$ cat config.mk
export PLATFORM = sky130hd
export DESIGN_NAME = pet_io_arbiter
export DESIGN_NICKNAME = d
export VERILOG_FILES = /design/src/rtl/pet_io_pkg.sv /design/src/rtl/pet_io_arbiter.sv
export SDC_FILE = /design/constraint.sdc
export NUM_CORES = 1
export LEC_CHECK = 0
export CAP_MARGIN = 20
export CORE_MARGIN = 1
export CORE_UTILIZATION = 42
export CTS_BUF_LIST = sky130_fd_sc_hd__clkbuf_4
export CTS_CLUSTER_SIZE = 40
export DETAILED_ROUTE_END_ITERATION = 10
export PLACE_DENSITY = 0.82
export SLEW_MARGIN = 0
export SYNTH_ARGS = -nofsm -noshare
export SYNTH_HDL_FRONTEND = slang
export SYNTH_SLANG_ARGS = --single-unit
$ cat constraint.sdc
create_clock -name clk -period 1.6 [get_ports clk]
set_clock_uncertainty 0.1 [all_clocks]
set_input_delay 0.32 -clock clk [delete_from_list [all_inputs] [get_ports clk]]
set_output_delay 0.32 -clock clk [all_outputs]
set_load 0.005 [all_outputs]
$ cat src/rtl/pet_io_pkg.sv
// Shared types for the PET I/O arbiter: FSM states, owner encoding, address width.
package pet_io_pkg;
    localparam int IO_AW = 11;

    typedef enum logic [1:0] {
        IDLE,
        SETUP,
        STROBE,
        CAPTURE
    } state_t;

    typedef enum logic {
        OWN_CPU  = 1'b0,
        OWN_HOST = 1'b1
    } owner_t;
endpackage

$ cat src/rtl/pet_io_arbiter.sv
// Arbitrates the PET I/O register port (0xE800-0xEFFF) between the 6502 core
// and a host/debug requester. Each access holds io_* stable for SETUP_CYC
// cycles, fires a one-cycle io_strobe, then captures the registered read data.
module pet_io_arbiter
    import pet_io_pkg::*;
#(
    parameter int SETUP_CYC = 2   // 1..7
) (
    input  logic             clk,
    input  logic             reset,
    input  logic             ce,
    input  logic             cpu_sel,
    input  logic [IO_AW-1:0] cpu_addr,
    input  logic             cpu_we,
    input  logic [7:0]       cpu_wdata,
    output logic [7:0]       cpu_rdata,
    output logic             cpu_rdy,
    input  logic             host_req,
    input  logic             host_we,
    input  logic [IO_AW-1:0] host_addr,
    input  logic [7:0]       host_wdata,
    output logic [7:0]       host_rdata,
    output logic             host_ack,
    output logic [IO_AW-1:0] io_addr,
    output logic             io_we,
    output logic [7:0]       io_wdata,
    output logic             io_strobe,
    input  logic [7:0]       io_rdata
);
    state_t     state, state_nxt;
    owner_t     owner, last_owner, grant_own;
    logic [2:0] cnt;
    logic       cpu_done;
    logic       cpu_pend;
    logic       host_pend;
    logic       grant;

    // A finished CPU access stays "done" until the core consumes it on ce.
    assign cpu_pend  = cpu_sel && !cpu_done;
    // The host holds req until it sees ack, so mask the ack cycle to avoid
    // re-granting a request that has already been served.
    assign host_pend = host_req && !host_ack;
    assign cpu_rdy   = reset || !cpu_pend;

    // Grant selection in IDLE; on contention the requester that did not go last wins.
    always_comb begin
        grant     = 1'b0;
        grant_own = OWN_CPU;
        if (state == IDLE) begin
            if (cpu_pend && host_pend) begin
                grant     = 1'b1;
                grant_own = (last_owner == OWN_CPU) ? OWN_HOST : OWN_CPU;
            end else if (cpu_pend) begin
                grant     = 1'b1;
                grant_own = OWN_CPU;
            end else if (host_pend) begin
                grant     = 1'b1;
                grant_own = OWN_HOST;
            end
        end
    end

    // Next-state logic for the access sequencer.
    always_comb begin
        state_nxt = state;
        case (state)
            IDLE:    if (grant) state_nxt = SETUP;
            SETUP:   if (cnt == 3'd0) state_nxt = STROBE;
            STROBE:  state_nxt = CAPTURE;
            CAPTURE: state_nxt = IDLE;
            default: state_nxt = IDLE;
        endcase
    end

    // State register.
    always_ff @(posedge clk) begin
        if (reset) state <= IDLE;
        else       state <= state_nxt;
    end

    // Datapath: latch the granted request, count setup, strobe, capture read data.
    always_ff @(posedge clk) begin
        if (reset) begin
            io_strobe  <= 1'b0;
            io_we      <= 1'b0;
            io_addr    <= '0;
            io_wdata   <= '0;
            cpu_rdata  <= '0;
            host_rdata <= '0;
            host_ack   <= 1'b0;
            cnt        <= '0;
            cpu_done   <= 1'b0;
            owner      <= OWN_CPU;
            last_owner <= OWN_CPU;
        end else begin
            // Registered so the strobe is high exactly while state == STROBE.
            io_strobe <= (state_nxt == STROBE);
            host_ack  <= (state == CAPTURE) && (owner == OWN_HOST);

            if (grant) begin
                owner <= grant_own;
                cnt   <= 3'(SETUP_CYC - 1);
                if (grant_own == OWN_CPU) begin
                    io_addr  <= cpu_addr;
                    io_we    <= cpu_we;
                    io_wdata <= cpu_wdata;
                end else begin
                    io_addr  <= host_addr;
                    io_we    <= host_we;
                    io_wdata <= host_wdata;
                end
            end else if (state == SETUP && cnt != 3'd0) begin
                cnt <= cnt - 3'd1;
            end

            // Consume a finished CPU access; a same-cycle CAPTURE set wins below.
            if (ce && cpu_rdy) cpu_done <= 1'b0;

            if (state == CAPTURE) begin
                last_owner <= owner;
                if (owner == OWN_CPU) begin
                    cpu_rdata <= io_rdata;
                    cpu_done  <= 1'b1;
                end else begin
                    host_rdata <= io_rdata;
                end
            end
        end
    end
endmodule

==> metrics <==
cell area after layout ~3200 um^2; IO Pins between 90 and 100; CP max FO 10; worst slack, placed -378 ps; synthesized netlist net count 240; Core ar. approximately 4400 um^2; Core Rows 24; total track usage 0.214; syn_area_per_cell about 10 um^2; fin crit period 1550 ps; Post-DP Area ~2900 um^2; initial core utilization 0.439; top-count cell post-synth dfxtp_1; top cells by area, synth dfxtp_1 (48%), mux2i_1 (10%), o2bb2ai_2 (8.6%), nand2_1 (7.0%), a21oi_1 (5.5%); top cells by instance count after synthesis dfxtp_1 (46), nand2_1 (36), a21oi_1 (21), mux2i_1 (20), o2bb2ai_2 (11); TritonCTS Buffers 5; CTS Sinks 46; CTS H-tree lvls 2; routability congestion estimate 0.683; Max Freq between 600 and 700 MHz; total grt overflow 0; Fill cells approximately 340; Slew HR 0.743; final hold viol count 0; measured slew at the worst slew-check pin around 380 ps; EDFF count, synth 0; antenna violations before repair 0; largest net degree at the start of global routing 27; port bufs 91; first-pass GRT wire length 8230 um; die area approximately 4900 um^2; drt wl/cell ~15 um; maximum vdd drop approximately 0.00067 V; Die W between 60 and 70 um; WS Path Type reg -> reg; Syn Inst Count 185; DRC viols 0; chip height 69.7 um; Yosys top cell area share 0.479; Finish-stage setup viols 0; Synth-to-Final Area Change 64.6%; Worst setup EP type register; Clock Latency Late Sink 340 ps; status finished, final reports clean; Reg clk slew, reported paths roughly 130 ps; Seq cells post-synth 46; clock buffer depth 2; ANT nets after route 0; crit path launch type register; n_diodes 0; RSZ-0062 raised after global routing true; final period utilization 0.969; asr flop ratio synth 0; post-synth cell types 30; PD cells between 1000 and 1500 nW/um^2; Leak ~1.5 nW; DR vias 1732; Post-Syn Area slightly below 2000 um^2; Hold Slack 359 ps; Root Buffer Master clkbuf_4; fin nets roughly 350; top_reg_cell synth dfxtp_1; type of the most critical hold path reg -> reg; dpl hpwl between 3000 and 4000 um; drt pass-1 iters 4; Worst EP arrival approximately 1700 ps; DR iter-0 viols 41; detailed-route wire length 5050 um; Final Slew Violations 0; register area share after synthesis 0.479; Ys Warns 0; via/cell ratio approximately 5.0; Sum Neg Setup Slack 0 ps; CP required 1730 ps; final worst slack 49.3 ps; layout cell share with drive strength beyond 1 0.303; Synth area leader dfxtp_1; Max Cap Viol 0; CTS tree done; vias in the first global route about 1700
==> kinds of logic (layout without fill, tap and decap cells) <==
logic type | Yosys count | after routing | synth area share
AO/OA/AOI/OAI | 46 | 46 | 0.213
XOR/XNOR | 1 | 1 | 0.00455
adder cells (fa/ha/maj) | 2 | 2 | 0.0130
buffers and inverters | 17 | 126 | 0.0540
flip-flops | 46 | 46 | 0.479
multiplexers | 20 | 20 | 0.104
AND/OR/NAND/NOR | 53 | 53 | 0.133
==> critical path, stage by stage, from the launching register on <==
cell and delay [ps]:
dfxtp_2 350, inv_2 40, o311ai_4 300, bufbuf_16 350, mux2i_1 240, o2bb2ai_2 60
==> state kept, by name, summed over array words and instances (netlist names) <==
register and cells:
io_wdata 8, cpu_rdata 8, io_strobe 1, io_we 1
cnt 3, host_ack 1, last_owner 1, host_rdata 8
io_addr 11, owner 1, state 2, cpu_done 1
==> cell type report <==
cell class	count	area [um^2]	area share
Clock buffer	7	52.6	0.0166
Timing Repair Buffer	112	1100	0.347
Tap cell	52	65.1	0.0205
Multi-Input combinational cell	122	930	0.293
Sequential cell	46	968	0.306
Inverter	6	22.5	0.00711
Clock inverter	1	30.0	0.00948
==> timing repair <==
action	in CTS	in global routing
hold buffers	0	0
pin swaps	1	2
setup buffers	13	1
cloned	2	0
resized for setup	82	7
endpoints found under the setup margin	40	11
==> power by group <==
part / switching (mW) / internal [mW] / total (mW)
registers: 0.0945 / 1.30 / 1.40
logic: 0.425 / 0.639 / 1.06
clock network: 0.348 / 0.366 / 0.714
total: 0.868 / 2.31 / 3.18
==> path summary, 6_finish.rpt <==
path / start / end / cells past startpoint / slack (ps)
min: cpu_rdata[5] / cpu_rdata[5] / 2 / 360
max reg2reg: last_owner / io_addr[1] / 5 / 50
max: last_owner / io_addr[1] / 5 / 50
min reg2reg: cpu_rdata[5] / cpu_rdata[5] / 2 / 360
==> cell usage in the layout, fill, tap and decap left out, types with 2 or more instances in the layout <==
cell	netlist	layout
clkdlybuf4s50_1	0	51
nand2_1	36	36
dlygate4sd2_1	0	36
dfxtp_2	0	35
a21oi_1	21	21
mux2i_1	20	19
buf_4	2	16
o2bb2ai_2	11	11
dfxtp_1	46	10
o2bb2ai_1	9	9
clkbuf_4	0	7
inv_1	5	4
nand2b_1	3	3
nor2_1	3	3
dlymetal6s2s_1	0	3
nor2b_4	0	2
inv_2	1	2
o211a_1	2	2
buf_12	0	2
==> stage by stage <==
stage / std cells / utilization / total power [mW]
2_1_floorplan: 185 / - / 1.89
3_3_place_gp: 322 / 0.657 / 2.31
4_1_cts: 345 / 0.719 / 3.18
5_1_grt: 346 / 0.723 / 3.34
6_report: 346 / 0.723 / 3.18
3_5_place_dp: 322 / 0.657 / 2.33
==> metal layers <==
layer / vias up / track usage / share of wire / routed length [um]
met2: 62 / 0.376 / 0.49 / 2480
met4: 0 / 0.0556 / 0.0087 / 44
met5: - / 0 / 0 / 0
met1: 801 / 0.253 / 0.43 / 2150
met3: 4 / 0.0640 / 0.074 / 375
li1: 865 / - / - / -
Note: power is estimated with default switching activity, not from simulation.
